### config.mk
export PLATFORM = sky130hd
export DESIGN_NAME = serial_adder_flat
export DESIGN_NICKNAME = d
export VERILOG_FILES = /design/src/rtl/serial_adder_if.sv /design/src/rtl/serial_adder.sv /design/src/flat_wrapper.sv
export SDC_FILE = /design/constraint.sdc
export NUM_CORES = 1
export LEC_CHECK = 0
export CORE_UTILIZATION = 25
export DETAILED_ROUTE_END_ITERATION = 7
export PLACE_DENSITY = 0.43
export SYNTH_ARGS = -nofsm -noshare
export SYNTH_HDL_FRONTEND = slang
export SYNTH_SLANG_ARGS = --single-unit
export TNS_END_PERCENT = 30
### constraint.sdc
create_clock -name CLK -period 2.5 [get_ports CLK]
set_input_delay 0.5 -clock CLK [delete_from_list [all_inputs] [get_ports CLK]]
set_output_delay 0.5 -clock CLK [all_outputs]
set_load 0.1 [all_outputs]
### src/rtl/serial_adder_if.sv
// Operand/result bundle for the bit-serial adder.
// The master drives the request and operands; the slave returns status and result.
interface serial_adder_if #(
    parameter int WIDTH = 8
);
    logic             START;
    logic [WIDTH-1:0] A;
    logic [WIDTH-1:0] B;
    logic             CIN;
    logic             BUSY;
    logic             DONE;
    logic [WIDTH-1:0] S;
    logic             COUT;

    modport master (
        output START, A, B, CIN,
        input  BUSY, DONE, S, COUT
    );

    modport slave (
        input  START, A, B, CIN,
        output BUSY, DONE, S, COUT
    );
endinterface

### src/rtl/serial_adder.sv
// Bit-serial WIDTH-bit adder: one full-adder slice (two half adders) plus a
// carry flop, consuming one operand bit per clock, LSB first.
//
// state   | meaning
// --------+------------------------------------------------------------
// ST_IDLE | waiting for START; result registers hold the last result
// ST_RUN  | one sum bit per cycle; BUSY high
// ST_DONE | single-cycle DONE pulse; may accept a new START immediately

module half_adder (
    input  logic a,
    input  logic b,
    output logic c,
    output logic s
);
    assign c = a & b;
    assign s = a ^ b;
endmodule

module serial_adder #(
    parameter int WIDTH = 8
) (
    input  logic           CLK,
    input  logic           RST,
    serial_adder_if.slave  bus
);
    localparam int CW = (WIDTH > 1) ? $clog2(WIDTH) : 1;
    localparam logic [CW-1:0] LAST_BIT = CW'(WIDTH - 1);

    typedef enum logic [1:0] {
        ST_IDLE,
        ST_RUN,
        ST_DONE
    } state_t;

    state_t           state_q;
    state_t           state_d;
    logic             accept;
    logic             last_bit;

    logic [WIDTH-1:0] sa_q;
    logic [WIDTH-1:0] sb_q;
    logic [WIDTH-1:0] sr_q;
    logic [WIDTH-1:0] sr_next;
    logic             carry_q;
    logic [CW-1:0]    cnt_q;
    logic [WIDTH-1:0] s_q;
    logic             cout_q;

    logic             c1;
    logic             s1;
    logic             c2;
    logic             sum_bit;
    logic             carry_next;

    half_adder u_ha1 (.a(sa_q[0]), .b(sb_q[0]), .c(c1), .s(s1));
    half_adder u_ha2 (.a(s1),      .b(carry_q), .c(c2), .s(sum_bit));

    assign carry_next = c1 | c2;

    // New sum bit enters at the MSB; the WIDTH=1 case has no lower bits to keep.
    generate
        if (WIDTH == 1) begin : g_sr_one
            assign sr_next = sum_bit;
        end else begin : g_sr_multi
            assign sr_next = {sum_bit, sr_q[WIDTH-1:1]};
        end
    endgenerate

    // State register.
    always_ff @(posedge CLK) begin
        if (RST) begin
            state_q <= ST_IDLE;
        end else begin
            state_q <= state_d;
        end
    end

    // Next-state decode; START is only honoured in IDLE and DONE.
    always_comb begin
        state_d  = state_q;
        accept   = 1'b0;
        last_bit = 1'b0;
        case (state_q)
            ST_IDLE: begin
                if (bus.START) begin
                    accept  = 1'b1;
                    state_d = ST_RUN;
                end
            end
            ST_RUN: begin
                if (cnt_q == LAST_BIT) begin
                    last_bit = 1'b1;
                    state_d  = ST_DONE;
                end
            end
            ST_DONE: begin
                if (bus.START) begin
                    accept  = 1'b1;
                    state_d = ST_RUN;
                end else begin
                    state_d = ST_IDLE;
                end
            end
            default: begin
                state_d = ST_IDLE;
            end
        endcase
    end

    // Operand shifters, carry flop, bit counter and result registers.
    always_ff @(posedge CLK) begin
        if (RST) begin
            sa_q    <= '0;
            sb_q    <= '0;
            sr_q    <= '0;
            carry_q <= 1'b0;
            cnt_q   <= '0;
            s_q     <= '0;
            cout_q  <= 1'b0;
        end else if (accept) begin
            sa_q    <= bus.A;
            sb_q    <= bus.B;
            sr_q    <= '0;
            carry_q <= bus.CIN;
            cnt_q   <= '0;
        end else if (state_q == ST_RUN) begin
            sa_q    <= sa_q >> 1;
            sb_q    <= sb_q >> 1;
            sr_q    <= sr_next;
            carry_q <= carry_next;
            cnt_q   <= cnt_q + CW'(1);
            if (last_bit) begin
                s_q    <= sr_next;
                cout_q <= carry_next;
            end
        end
    end

    assign bus.BUSY = (state_q == ST_RUN);
    assign bus.DONE = (state_q == ST_DONE);
    assign bus.S    = s_q;
    assign bus.COUT = cout_q;
endmodule

### src/flat_wrapper.sv
// flat-port wrapper written by rule: the top's interface ports become plain ports
module serial_adder_flat 
#(
    parameter int WIDTH = 8
)
  (CLK, RST, bus_START, bus_A, bus_B, bus_CIN, bus_BUSY, bus_DONE, bus_S, bus_COUT);
  serial_adder_if #(.WIDTH(WIDTH)) bus_i ();
  input  logic CLK;
  input  logic RST;
  input wire logic [$bits(bus_i.START)-1:0] bus_START;
  input wire logic [$bits(bus_i.A)-1:0] bus_A;
  input wire logic [$bits(bus_i.B)-1:0] bus_B;
  input wire logic [$bits(bus_i.CIN)-1:0] bus_CIN;
  output wire logic [$bits(bus_i.BUSY)-1:0] bus_BUSY;
  output wire logic [$bits(bus_i.DONE)-1:0] bus_DONE;
  output wire logic [$bits(bus_i.S)-1:0] bus_S;
  output wire logic [$bits(bus_i.COUT)-1:0] bus_COUT;
  assign bus_i.START = bus_START;
  assign bus_i.A = bus_A;
  assign bus_i.B = bus_B;
  assign bus_i.CIN = bus_CIN;
  assign bus_BUSY = bus_i.BUSY;
  assign bus_DONE = bus_i.DONE;
  assign bus_S = bus_i.S;
  assign bus_COUT = bus_i.COUT;
  serial_adder #(.WIDTH(WIDTH)) u_core (.CLK(CLK), .RST(RST), .bus(bus_i));
endmodule
# Word-level counts from Yosys, hierarchy flattened
# Index checks and enable logic that the tools add are counted.
# W data, S select, Z words.
[totals]
ff_bits = 39
output_inout_bits = 11
[op_classes]
add_sub_neg = 1
n_eq_ne = 5
n_mux = 14
bitwise = 6
n_reduce_logical = 6
[op_table]
columns = ["op", "count"]
rows = [
  ["$mux W8", 4],
  ["$mux W1", 7],
  ["$pmux W2 S3", 1],
  ["$mux W2", 2],
  ["$reduce_or A2 Y1", 2],
  ["$add A3 B1 Y3 const B", 1],
  ["$eq A3 B3 Y1 const B", 1],
  ["$reduce_and A3 Y1", 1],
  ["$and A1 B1 Y1", 2],
  ["$eq A2 B1 Y1 const B", 1],
  ["$eq A2 B2 Y1 const B", 1],
  ["$logic_not A2 Y1", 1],
  ["$ne A2 B1 Y1 const B", 1],
  ["$ne A2 B2 Y1 const B", 1],
  ["$reduce_and A2 Y1", 1],
  ["$reduce_bool A2 Y1", 1],
  ["$xor A1 B1 Y1", 2],
  ["$not A1 Y1", 1],
  ["$or A1 B1 Y1", 1],
]

# Logic depth before layout (Yosys ltp)
[logic_depth]
depth_word = 5
mapped_depth = 6
mapped_depth_nobuf = 5

# Hierarchy
# Synthesis repeated with hierarchy kept, for this count alone.
[hier_totals]
cells_unflattened = 178
area_unflattened_um2 = 1531.5
[by_module_without_submodules]
columns = ["module", "instances", "cells_each", "area_each_um2"]
rows = [
  ["serial_adder", 1, 176, 1506.4],
  ["half_adder", 2, 1, 12.5],
]

# Worst setup path after synthesis
# No wires, ideal clock.
[synth_path]
path_kind = "reg-to-output"
startpoint = "register u_core.state_q[1]"
endpoint = "output bus_DONE"
t_arrival_ns = 1.677
t_required_ns = 2.000
slack_ns = 0.323
path_stages_with_launch = 2
n_path_buf = 0
path_cell_list = "dfxtp_1 nor2b_1"
[synth_between]
elab_chain_cells = 1
[synth_rtl]
columns = ["item", "line_no", "text"]
rows = [
  ["from (decl)", "serial_adder.sv:36", "state_t state_q;"],
  ["from (signal assigned)", "serial_adder.sv:75", "state_q <= state_d;"],
  ["$eq A2 B2 Y1", "serial_adder.sv:141", "assign bus.DONE = (state_q == ST_DONE);"],
  ["to (decl)", "flat_wrapper.sv:15", "output wire logic [$bits(bus_i.DONE)-1:0] bus_DONE;"],
]
# No other way between the ends.

# Worst setup path after layout
[layout_path]
startpoint = "register u_core.state_q[0]"
endpoint = "output bus_BUSY"
[layout_between]
elab_chain_cells = 1
[layout_rtl]
columns = ["item", "line_no", "text"]
rows = [
  ["$eq A2 B1 Y1", "serial_adder.sv:140", "assign bus.BUSY = (state_q == ST_RUN);"],
  ["to (decl)", "flat_wrapper.sv:14", "output wire logic [$bits(bus_i.BUSY)-1:0] bus_BUSY;"],
]
# No other way between the ends.

==> impl_results.md <==
* Number of remaining DRC errors at 0
* Bufs on Longest Clock Path at 2
* Number of antenna violations at the first check in global routing at 0
* Number of failing hold endpoints at the final stage at 0
* Netlist area before placement at 1500 sq um
* Dominant cell type by area after synthesis: sky130_fd_sc_hd__dfxtp_1
* Global-route wire length before repair at 5720 um
* Max-cap violation count at 0
* Type of the worst min-delay path: flip-flop to flip-flop
* Final total negative setup slack at 0 ns
* Post-synthesis area per instance at 8.66 sq um
* Global-route usage over all layers at 11.8%
* Worst hold slack after final layout at 0.455 ns
* Cell count after synthesis at 173
* Final-layout fill cell count at 587
* Min setup slack post-route at 0.670 ns
* Leading cell types by total area after synthesis: sky130_fd_sc_hd__dfxtp_1 51%, sky130_fd_sc_hd__a21oi_1 12%, sky130_fd_sc_hd__nand2_1 9.5%
* Count of warnings emitted by yosys at 0
* Largest fanout on the critical path at 26
* Slew @ Worst Pin at 0.420 ns
* Fraction of post-synthesis cell area in the top cell type by area at 50.8%
* Count of input and output buffers at 30
* Fraction of the cycle the final worst path needs at 73.2%
* Number of resized instances in the post-cts repair step at 0
* Die extent in y at 79.4 um
* Starting density of the core at 26.6%
* Total clock buffers created by CTS at 5
* Data required time at the worst endpoint at 2.00 ns
* Post-detail-place hpwl at 2290 um
* Core region area at 5640 sq um
* Total power density per cell area at 673 nW/um^2
* Relative max-transition margin at 72.0%
* CTS tree: built
* Max VDD drop at 0.365 mV
* Clk sinks at 38
* Post-route ant nets at 0
* Final wirelength at 3470 um
* Slowest library cell on the worst path: sky130_fd_sc_hd__dfxtp_1
* Classification of the worst setup path: flip-flop to output port
* Share of layout cells above drive strength 1 at 12.4%
* Standard-cell rows at 27
* Kind of capture point of the worst setup path: output port
* Min cycle time layout at 1.83 ns
* Sequential area share after synthesis at 50.8%
* Vias per cell at 4.71
* Clock-pin transition on the worst setup and hold timing paths at 0.07 ns
* Library cell used as clock root buffer: sky130_fd_sc_hd__clkbuf_8
* Congestion Overflow GR at 0
* Startpoint types: flip-flop
* Hold-fix buffers at CTS at 0
* Final antenna diode count at 0
* Clk Latency, worst-skew pair at 0.29 ns
* Static leakage at 0.693 nW
* Die Wd at 79.4 um
* Share of the core filled with cells at 34.2%
* Max Transition Viols Final at 0
* Via count of the first global-routing pass at 1245
* Fmax at 547 MHz
* Critical path arrival at 1.33 ns
* Max Clock Skew at 0.00436 ns
* Routability congestion estimate at 0.719
* Area growth from synthesis to layout at 28.5%
* Number of nets in the synthesized netlist at 196
* Flops & latches, synth at 38
* Outcome: complete, no violations
* Number of nets in the layout at 224
* Total number of vias at 1291
* Minimum setup slack after placement at 0.877 ns
* Die area at 6310 sq um
* Setup repair after global routing missed its margin: false
* Largest net degree at the start of global routing at 29
* Total power of the final layout at 1.30 mW
* Number of design-rule violations left by the first detailed-router iteration at 78
* Number of detailed-routing iterations run before antenna repair at 4
* Slowest stage delay, CP at 0.44 ns
* Distinct cell type count of the synthesized netlist at 19
* Cells along the critical path: nand2b_1 -> inv_6 -> buf_12
* Total setup buffers inserted after CTS at 0
* Number of top-level pins at 31
* Maximum level of the CTS H-tree at 2
* Final-report setup violation count at 0
* Average routed wire per standard cell at 12.6 um
==> layout make-up <==
| cell class | count | area [sq um] | share of cell area, % |
|---|---|---|---|
| multi-input combinational | 120 | 636 | 33.0 |
| clock buffer | 5 | 68.8 | 3.57 |
| timing repair buffer | 35 | 323 | 16.8 |
| sequential | 38 | 761 | 39.5 |
| clock inverter | 3 | 40.0 | 2.08 |
| tap | 72 | 90.1 | 4.68 |
| inverter | 1 | 8.76 | 0.455 |
==> synth_stat cells <==
cell type / n
sky130_fd_sc_hd__nand3b_1: 1
sky130_fd_sc_hd__ha_1: 2
sky130_fd_sc_hd__nand2b_1: 3
sky130_fd_sc_hd__clkbuf_1: 2
sky130_fd_sc_hd__o21a_1: 1
sky130_fd_sc_hd__buf_2: 6
sky130_fd_sc_hd__and3b_1: 1
sky130_fd_sc_hd__buf_6: 3
sky130_fd_sc_hd__fa_1: 1
sky130_fd_sc_hd__a21oi_1: 35
sky130_fd_sc_hd__dfxtp_1: 38
sky130_fd_sc_hd__xnor2_1: 1
sky130_fd_sc_hd__nor2b_1: 2
sky130_fd_sc_hd__inv_6: 1
sky130_fd_sc_hd__nor2_1: 3
sky130_fd_sc_hd__nand3_1: 17
sky130_fd_sc_hd__nand2_1: 38
sky130_fd_sc_hd__buf_4: 3
sky130_fd_sc_hd__a22oi_1: 15
==> power by group <==
group | leakage, nW | internal, mW | switching (mW)
Combinational | 0.326 | 0.0649 | 0.0825
Sequential | 0.309 | 0.628 | 0.0143
Clock | 0.0579 | 0.294 | 0.214
Total | 0.693 | 0.986 | 0.311
==> metrics by stage <==
step / instances / instance area (sq um)
6_report: 274 / 1930
5_1_grt: 274 / 1930
4_1_cts: 274 / 1930
3_5_place_dp: 266 / 1820
3_3_place_gp: 266 / 1820
2_1_floorplan: 173 / 1500
==> critical path: cells and delay by family (launching register included) <==
family                 cells  cell delay (ns)
and+or+nand+nor            1             0.16
DFF                        1             0.44
buffers and inverters      2             0.43
==> sequential cells by signal, indices dropped and copies added (netlist names) <==
signal,flops
u_core.sr_q,7
u_core.carry_q,1
u_core.bus.COUT,1
u_core.sa_q,8
u_core.state_q,2
u_core.sb_q,8
u_core.cnt_q,3
u_core.bus.S,8
==> layout by cell type, fill, tap and decap left out <==
cell type	n
sky130_fd_sc_hd__nand2_1	38
sky130_fd_sc_hd__dfxtp_1	38
sky130_fd_sc_hd__a21oi_1	35
sky130_fd_sc_hd__clkdlybuf4s50_1	19
sky130_fd_sc_hd__nand3_1	17
sky130_fd_sc_hd__a22oi_1	15
sky130_fd_sc_hd__buf_4	15
sky130_fd_sc_hd__clkbuf_8	5
sky130_fd_sc_hd__nand2b_1	3
sky130_fd_sc_hd__nor2_1	3
sky130_fd_sc_hd__nor2b_1	2
sky130_fd_sc_hd__ha_1	2
sky130_fd_sc_hd__clkinv_2	2
sky130_fd_sc_hd__inv_6	1
sky130_fd_sc_hd__and3b_1	1
sky130_fd_sc_hd__nand3b_1	1
sky130_fd_sc_hd__xnor2_1	1
sky130_fd_sc_hd__o21a_1	1
sky130_fd_sc_hd__fa_1	1
sky130_fd_sc_hd__bufinv_16	1
sky130_fd_sc_hd__buf_12	1
==> path summary, 6_finish.rpt <==
kind                           from               to  slack (ns)  cells past startpoint
setup / recovery  u_core.state_q[0]         bus_BUSY        0.67                      3
hold / removal      u_core.bus.S[1]  u_core.bus.S[1]        0.46                      2
setup reg to reg    u_core.cnt_q[0]  u_core.bus.S[7]        1.08                      5
hold reg to reg     u_core.bus.S[1]  u_core.bus.S[1]        0.46                      2
==> routing by layer <==
metal  up-vias  routed length [um]  global-route usage [%]
li1        654                   -                       -
met1       596                1600                    14.5
met2        34                1630                    19.5
met3         7                 180                    3.43
met4         0                  53                    4.36
met5         -                   0                       0
==> logic make-up after synthesis <==
kind of cell,Yosys count,synth area share (%)
compound gates,51,19.7
fa+ha+maj,3,3.00
flops,38,50.8
simple gates,65,19.1
xor+xnor,1,0.584
buf+inv,15,6.84
Power figures use the tool's default switching activity.
